--- config.mk ---
export PLATFORM = sky130hd
export DESIGN_NAME = alu_sequencer
export DESIGN_NICKNAME = d
export VERILOG_FILES = /design/src/rtl/alu_pkg.sv /design/src/rtl/alu_op_check.sv /design/src/rtl/alu_sequencer.sv
export SDC_FILE = /design/constraint.sdc
export NUM_CORES = 1
export LEC_CHECK = 0
export CAP_MARGIN = 20
export CORE_MARGIN = 2
export CORE_UTILIZATION = 35
export CTS_CLUSTER_DIAMETER = 80
export CTS_CLUSTER_SIZE = 25
export DETAILED_ROUTE_END_ITERATION = 10
export GPL_ROUTABILITY_DRIVEN = 0
export PLACE_DENSITY = 0.78
export SKIP_CTS_REPAIR_TIMING = 1
export SYNTH_ARGS = -nofsm -noshare
export SYNTH_HDL_FRONTEND = slang
export SYNTH_HIERARCHICAL = 1
export SYNTH_SLANG_ARGS = --single-unit
export TNS_END_PERCENT = 20
--- constraint.sdc ---
create_clock -name clk -period 2.4 [get_ports clk]
set_input_delay 0.24 -clock clk [delete_from_list [all_inputs] [get_ports clk]]
set_output_delay 0.24 -clock clk [all_outputs]
set_load 0.02 [all_outputs]
--- src/rtl/alu_pkg.sv ---
// alu_pkg: opcode constants and sequencer state encoding shared by the ALU and its sequencer.
package alu_pkg;
    localparam logic [3:0] OP_ADD  = 4'h0;
    localparam logic [3:0] OP_SUB  = 4'h1;
    localparam logic [3:0] OP_AND  = 4'h2;
    localparam logic [3:0] OP_OR   = 4'h3;
    localparam logic [3:0] OP_XOR  = 4'h4;
    localparam logic [3:0] OP_DIV  = 4'h5;
    localparam logic [3:0] OP_SHL  = 4'h6;
    localparam logic [3:0] OP_MOD  = 4'h7;
    localparam logic [3:0] OP_RAND = 4'h8;
    localparam logic [3:0] OP_NOP  = 4'hF;

    typedef enum logic [2:0] {
        S_IDLE,
        S_ISSUE,
        S_WAIT,
        S_CAPTURE,
        S_RESP
    } state_t;
endpackage

--- src/rtl/alu_op_check.sv ---
// alu_op_check: flags opcodes beyond OP_LAST and divide/modulo by zero as not issuable.
module alu_op_check
    import alu_pkg::*;
#(
    parameter int         WIDTH   = 16,
    parameter logic [3:0] OP_LAST = OP_RAND
) (
    input  logic [3:0]       op,
    input  logic [WIDTH-1:0] b,
    output logic             legal,
    output logic             err
);
    assign legal = (op <= OP_LAST) && !(((op == OP_DIV) || (op == OP_MOD)) && (b == '0));
    assign err   = !legal;
endmodule

--- src/rtl/alu_sequencer.sv ---
// alu_sequencer: accepts one request at a time, drives a 1-cycle-latency ALU and returns the result with flags.
module alu_sequencer
    import alu_pkg::*;
#(
    parameter int         WIDTH     = 16,
    parameter int         IMM_WIDTH = 5,
    parameter logic [3:0] OP_LAST   = 4'h8
) (
    input  logic                 clk,
    input  logic                 reset,
    input  logic                 req_valid,
    output logic                 req_ready,
    input  logic [3:0]           req_op,
    input  logic [WIDTH-1:0]     req_a,
    input  logic [WIDTH-1:0]     req_b,
    input  logic [IMM_WIDTH-1:0] req_imm,
    output logic [3:0]           alu_op,
    output logic [WIDTH-1:0]     alu_a,
    output logic [WIDTH-1:0]     alu_b,
    output logic [IMM_WIDTH-1:0] alu_imm,
    input  logic [WIDTH-1:0]     alu_out,
    output logic                 rsp_valid,
    input  logic                 rsp_ready,
    output logic [WIDTH-1:0]     rsp_data,
    output logic                 rsp_zero,
    output logic                 rsp_sign,
    output logic                 rsp_err,
    output logic                 busy
);
    state_t state;
    logic   legal, err;

    alu_op_check #(.WIDTH(WIDTH), .OP_LAST(OP_LAST)) u_check (
        .op   (req_op),
        .b    (req_b),
        .legal(legal),
        .err  (err)
    );

    always_ff @(posedge clk) begin
        if (reset) begin
            state     <= S_IDLE;
            req_ready <= 1'b0;
            busy      <= 1'b0;
            rsp_valid <= 1'b0;
            rsp_data  <= '0;
            rsp_zero  <= 1'b0;
            rsp_sign  <= 1'b0;
            rsp_err   <= 1'b0;
            alu_op    <= OP_NOP;
            alu_a     <= '0;
            alu_b     <= '0;
            alu_imm   <= '0;
        end else begin
            case (state)
                S_IDLE: begin
                    // req_ready stays low for one cycle after reset, then rises
                    if (req_valid && req_ready) begin
                        req_ready <= 1'b0;
                        busy      <= 1'b1;
                        if (legal) begin
                            alu_op  <= req_op;
                            alu_a   <= req_a;
                            alu_b   <= req_b;
                            alu_imm <= req_imm;
                            state   <= S_ISSUE;
                        end else begin
                            rsp_data  <= '0;
                            rsp_zero  <= 1'b1;
                            rsp_sign  <= 1'b0;
                            rsp_err   <= err;
                            rsp_valid <= 1'b1;
                            state     <= S_RESP;
                        end
                    end else begin
                        req_ready <= 1'b1;
                    end
                end
                S_ISSUE: begin
                    alu_op <= OP_NOP;
                    state  <= S_WAIT;
                end
                S_WAIT: state <= S_CAPTURE;
                S_CAPTURE: begin
                    rsp_data  <= alu_out;
                    rsp_zero  <= (alu_out == '0);
                    rsp_sign  <= alu_out[WIDTH-1];
                    rsp_err   <= 1'b0;
                    rsp_valid <= 1'b1;
                    state     <= S_RESP;
                end
                S_RESP: begin
                    if (rsp_ready) begin
                        rsp_valid <= 1'b0;
                        busy      <= 1'b0;
                        req_ready <= 1'b1;
                        state     <= S_IDLE;
                    end
                end
                default: state <= S_IDLE;
            endcase
        end
    end
endmodule

**Word level (Yosys, flattened, before mapping)**

Index checks and enable logic that the tools add are counted.

- Bits in registers: 66
- Input bits: 61
- Output and inout bits: 63
- Logic and storage cells: 69

- Order comparisons: 1
- Eq/ne operators: 10
- Mux-type cells: 26
- Reductions and logical operators: 20

Operators by type and width:

| operator | number |
|---|---|
| 16-bit zero test | 2 |
| 16-bit two-way mux | 2 |
| 16-bit case mux with 2 select lines | 1 |
| 3-bit case mux with 5 select lines | 1 |
| 3-bit AND reduction | 4 |
| 1-bit two-way mux | 10 |
| 1-bit case mux with 2 select lines | 5 |
| 3-bit two-way mux | 3 |
| 4-bit by 3-bit equality test with 1-bit output, second input constant | 2 |
| 4-bit two-way mux | 2 |
| 4-bit case mux with 2 select lines | 1 |
| 3-bit by 2-bit equality test with 1-bit output, second input constant | 2 |
| 2-bit inequality test, second input constant | 3 |
| 2-bit nonzero test | 3 |
| 4-bit <= comparator, second input constant | 1 |
| 2-bit AND reduction | 2 |
| 4-bit AND reduction | 1 |
| 3-bit by 1-bit equality test with 1-bit output, second input constant | 1 |
| 3-bit equality test, second input constant | 1 |
| 1-bit logical AND | 3 |
| 3-bit zero test | 1 |
| 1-bit case mux with 3 select lines | 1 |
| 3-bit nonzero test | 1 |
| 1-bit zero test | 2 |
| other kinds (2) | 2 |

**Depth between registers and ports, before layout**

- Depth after elaboration: 9
- Mapped depth: 8
- Gate-level depth less buffers: 6

**By module**

Netlist, hierarchy kept.

By module, submodules not included:

| module | times used | cells each | area an instance (um^2) | seq. area each (um^2) |
|---|---|---|---|---|
| alu_sequencer | 1 | 302 | 3041.7 | 1301.2 |
| alu_op_check | 1 | 10 | 71.3 | 0.0 |

**Least setup slack after synthesis**

OpenSTA, ideal clock, no wires.

- Path kind: input -> register
- Start point: input req_b[13]
- End point: register alu_op[2]
- Setup time: 0.120 ns
- Data arrival time: 1.558 ns
- Required time: 2.280 ns
- Setup slack: 0.723 ns
- Cell stages on the path: 5
- Buffers on the path: 0
- Path through: or3_4 -> o31a_1 -> and3_1 -> o21a_1 -> o31a_1

- Longest elaborated chain between the ends: 6

RTL lines:

| element | line | source |
|---|---|---|
| start, declared | alu_sequencer.sv:15 | `input logic [WIDTH-1:0] req_b,` |
| 16-bit zero test | alu_op_check.sv:13 | `assign legal = (op <= OP_LAST) && !(((op == OP_DIV) \|\| (op == OP_MOD)) && (b == '0));` |
| 1-bit logical AND | alu_op_check.sv:13 |  |
| 1-bit zero test | alu_op_check.sv:13 |  |
| 1-bit logical AND | alu_op_check.sv:13 |  |
| via legal | alu_sequencer.sv:31 | `logic legal, err;` |
| 2-bit by 1-bit inequality test with 1-bit output (no line) | - |  |
| 3-bit AND reduction (no line) | - |  |
| end signal, assigned | alu_sequencer.sv:62 | `alu_op <= req_op;` |
| end, declared | alu_sequencer.sv:17 | `output logic [3:0] alu_op,` |

The timed path passes the listed nets, and every way through them passes these cells.
A chain may end at the register's enable or synchronous reset.

**Worst setup path after layout**

- Start point: input req_op[0]
- End point: register alu_a[6]

- Longest elaborated chain between the ends: 6
- Elaborated cells on any way between the ends: 8
- Those cells by class: order compare: 1; eq/ne: 2; reduce/logical: 5

RTL lines:

| element | line | source |
|---|---|---|
| start, declared | alu_sequencer.sv:13 | `input logic [3:0] req_op,` |
| 4-bit by 3-bit equality test with 1-bit output | alu_op_check.sv:13 |  |
| 1-bit logical OR | alu_op_check.sv:13 |  |
| 1-bit logical AND | alu_op_check.sv:13 |  |
| 1-bit zero test | alu_op_check.sv:13 |  |
| 1-bit logical AND * | alu_op_check.sv:13 |  |
| via legal | alu_sequencer.sv:31 |  |
| 3-bit AND reduction (no line) * | - |  |
| end signal, assigned | alu_sequencer.sv:63 | `alu_a <= req_a;` |
| end, declared | alu_sequencer.sv:18 | `output logic [WIDTH-1:0] alu_a,` |

Mark *: on every way through the listed nets, which the timed path passes. The rest lies on a longest branch.

==> results.md <==
| Group | Result | Value |
|---|---|---|
| yosys | Fraction of post-synthesis cell area in the top cell type by area | 41.8% |
| timing | Fmax | 0.487 GHz |
| final layout | Area delta synth->final | 46.9% |
| power | Power, Total | 0.00265 W |
| global route | GRT Overall Usage | 16.1% |
| routing | Violation count after the first detailed-route iteration | 100 |
| clock tree | Clk sinks | 65 |
| global route | First-pass GRT wire length | 12700 µm |
| timing | Measured slew at the worst slew-check pin | 663 ps |
| global route | Initial antenna violation count | 0 |
| setup path | Cell-by-cell listing of the critical path | clkdlybuf4s50_1 -> o31ai_1 -> o31a_1 -> inv_1 -> nor3_4 -> buf_12 -> mux2i_1 |
| clock tree | Clock tree from TritonCTS | done |
| final layout | Antenna diode count | 0 |
| setup path | CP max FO | 19 |
| yosys | Cell types occupying the most area after synthesis | dfxtp_1 (42%), nand2b_1 (15%), mux2i_1 (12%) |
| yosys | Number of warning messages in the yosys log | 6 |
| yosys | Synth Flop Type | dfxtp_1 |
| placement | Half-perimeter wire length after placement | 5690 µm |
| yosys | Post-synthesis register bit count | 65 |
| floorplanning | Number of top-level pins | 124 |
| final layout | # nets final | 490 |
| power | Part of the total power dissipated in sequential elements | 43.9% |
| power | Relative contribution of combinational cells to total power | 18.2% |
| power | Total power per unit cell area | 579 nW/µm² |
| setup path | Required time of the critical path | 2660 ps |
| timing | Post-route fraction of the period consumed by the critical path | 85.5% |
| final layout | Most frequent standard cell in the layout excluding fill and tap cells | clkdlybuf4s50_1 |
| timing | Unrepaired setup endpoints after global routing | no |
| setup path | Arrival time at the worst endpoint | 2310 ps |
| power | Net switching power | 0.000677 W |
| yosys | Synth async-reset ratio | 0% |
| timing | Relative slew slack | 55.7% |
| power | Switching share of power | 25.6% |
| floorplanning | Number of core rows | 34 |
| timing | Total count of max-transition violations in the final report | 0 |
| placement | Port Buf Inserts | 123 |
| timing | Number of endpoints with negative hold slack in the final report | 0 |
| clock tree | Root Driver | clkbuf_8 |
| setup path | Max stage delay on crit path | 450 ps |
| yosys | Post-Synthesis Cells | 312 |
| setup path | Crit. End Element | flop |
| hold path | HP Class | input port to flop |
| clock tree | Clock transition time at the flip-flop clock pins of the worst setup and hold paths | 70 ps |
| routing | Number of nets with antenna violations after detailed routing | 0 |
| power | Internal power of the cells | 0.00197 W |
| routing | Number of vias in the routed layout | 2664 |
| clock tree | CTS max path bufs | 2 |
| routing | DRT Wirelength | 7830 µm |
| clock tree | Clk_lat worst skew | 340 ps |
| floorplanning | Initial cell density of the core | 35.9% |
| timing | Crit path time final | 2050 ps |
| setup path | Class of the most critical setup path | input port to flop |
| power | Peak supply drop | 391 µV |
| yosys | Number of flops mapped to enable cells by yosys | 0 |
| routing | 1st-pass router iterations | 6 |
| final layout | Ratio of cells with drive above 1 in the final layout | 10.4% |
| placement | Placed cell count | 526 |
| yosys | Synthesized area divided by synthesized cell count | 9.98 µm² |
| setup path | Critical Path Source Type | input port |
| final layout | Commonest cells after routing, fill and taps aside | clkdlybuf4s50_1 (122), nand2b_1 (76), dfxtp_1 (65) |
| timing | Final setup fails | 0 |
| yosys | Post-synth design cell area | 3110 µm² |
| floorplanning | Chip Height | 98.3 µm |
| clock tree | Number of H-tree levels | 3 |
| global route | Overall overflow remaining after global route | 0 |
| timing | Smallest hold slack | 454 ps |
| status | Outcome | finished clean |
| floorplanning | Die boundary width | 98.3 µm |
| timing | Final worst clock skew | 7.91 ps |
| yosys | Post-synthesis cell type with the largest combined area | dfxtp_1 |
| power | Leakage power | 1.52 nW |
| routing | Final routed wire length divided by cell count | 14.4 µm |
| setup path | Cell with the biggest individual delay on the critical path | clkdlybuf4s50_1 |
| global route | Maximum number of pins on one net before global-route repair | 61 |
| yosys | Number of different library cells in the post-synthesis netlist | 42 |
| power | Relative contribution of the clock network to total power | 37.9% |
| final layout | Final non-filler cell total | 542 |
| routing | DRC violations left | 0 |
| floorplanning | Total core area | 8680 µm² |
| yosys | Share of the yosys chip area belonging to registers | 41.8% |
| floorplanning | Die Area | 9660 µm² |
| global route | Via count of the first global-routing pass | 2664 |
| clock tree | CTS buffer count | 9 |
| flow run | Maxcap violations | 0 |
| final layout | Final core area utilization | 52.7% |
| routing | Post-DR vias/cell | 4.92 |
| yosys | Synthesized net count | 373 |
==> final cells by class <==
cell class,count,area (µm²)
multi-input cells,219,1600
well taps,108,135
clock inverters,6,82.6
flip-flops and latches,65,1300
inverters,2,7.51
fillers,777,4110
repair buffers,132,1320
clock buffers,10,128
==> cell families (layout without fill, tap and decap cells) <==
| logic type | count (synthesis) | count (layout) | synth area share (%) |
|---|---|---|---|
| xor+xnor | 1 | 1 | 0.281 |
| simple gates | 110 | 110 | 22.5 |
| compound gates | 71 | 71 | 16.4 |
| flops | 65 | 65 | 41.8 |
| buf+inv | 28 | 150 | 7.03 |
| mux | 37 | 37 | 11.9 |
==> sequential cells by signal, indices dropped and copies added (netlist names) <==
name	count
alu_op	4
alu_b	16
busy	1
alu_imm	5
rsp_valid	1
rsp_err	1
rsp_data	16
rsp_zero	1
req_ready	1
alu_a	16
state	3
==> power by group through the flow <==
stage                     logic (W)  clock network, W  registers, W
after floorplan            0.000219                 0       0.00123
final                      0.000482           0.00100       0.00116
after detailed placement   0.000482                 0       0.00119
after global placement     0.000477                 0       0.00119
after CTS                  0.000485           0.00104       0.00116
after global routing       0.000517           0.00109       0.00117
==> metrics by stage <==
step	instance area [µm²]	TNS, ps	worst slack, ps
6_report	4570	0	349
5_1_grt	4570	0	189
4_1_cts	4570	0	341
3_5_place_dp	4360	-5.19	-3.57
3_3_place_gp	4360	0	36.8
2_1_floorplan	3110	0	723
==> routing by layer <==
layer | wire length [µm] | vias to the layer above | global-route usage (%)
met5 | 0 | - | 0
met4 | 217 | 0 | 7.17
met3 | 434 | 17 | 4.01
met2 | 3620 | 93 | 26.4
met1 | 3560 | 1220 | 20.0
li1 | - | 1334 | -
==> worst paths after layout <==
| path | startpoint | end | slack [ps] | cells past startpoint |
|---|---|---|---|---|
| max | req_op[0] | alu_a[6] | 350 | 7 |
| min | reset | rsp_data[9] | 450 | 3 |
| min reg2reg | alu_a[5] | alu_a[5] | 470 | 2 |
| max reg2reg | state[2] | rsp_data[5] | 810 | 3 |
==> critical path, delay by kind of cell <==
family | cells | cell delay [ps]
AO/OA/AOI/OAI | 2 | 700
multiplexers | 1 | 210
AND/OR/NAND/NOR | 1 | 320
buffers and inverters | 3 | 820
==> synth_stat cells, drive strengths merged, types with 2 or more instances <==
library cell	n
a211oi	17
a21o	2
a21oi	37
a221oi	2
buf	17
clkbuf	9
dfxtp	65
inv	2
mux2i	37
nand2	2
nand2b	76
nand3	2
nand4	2
nor2	5
nor3	2
nor4	8
o21ai	2
o31a	3
o31ai	2
o32a	3
or2	3
Note: power is estimated with default switching activity, not from simulation.
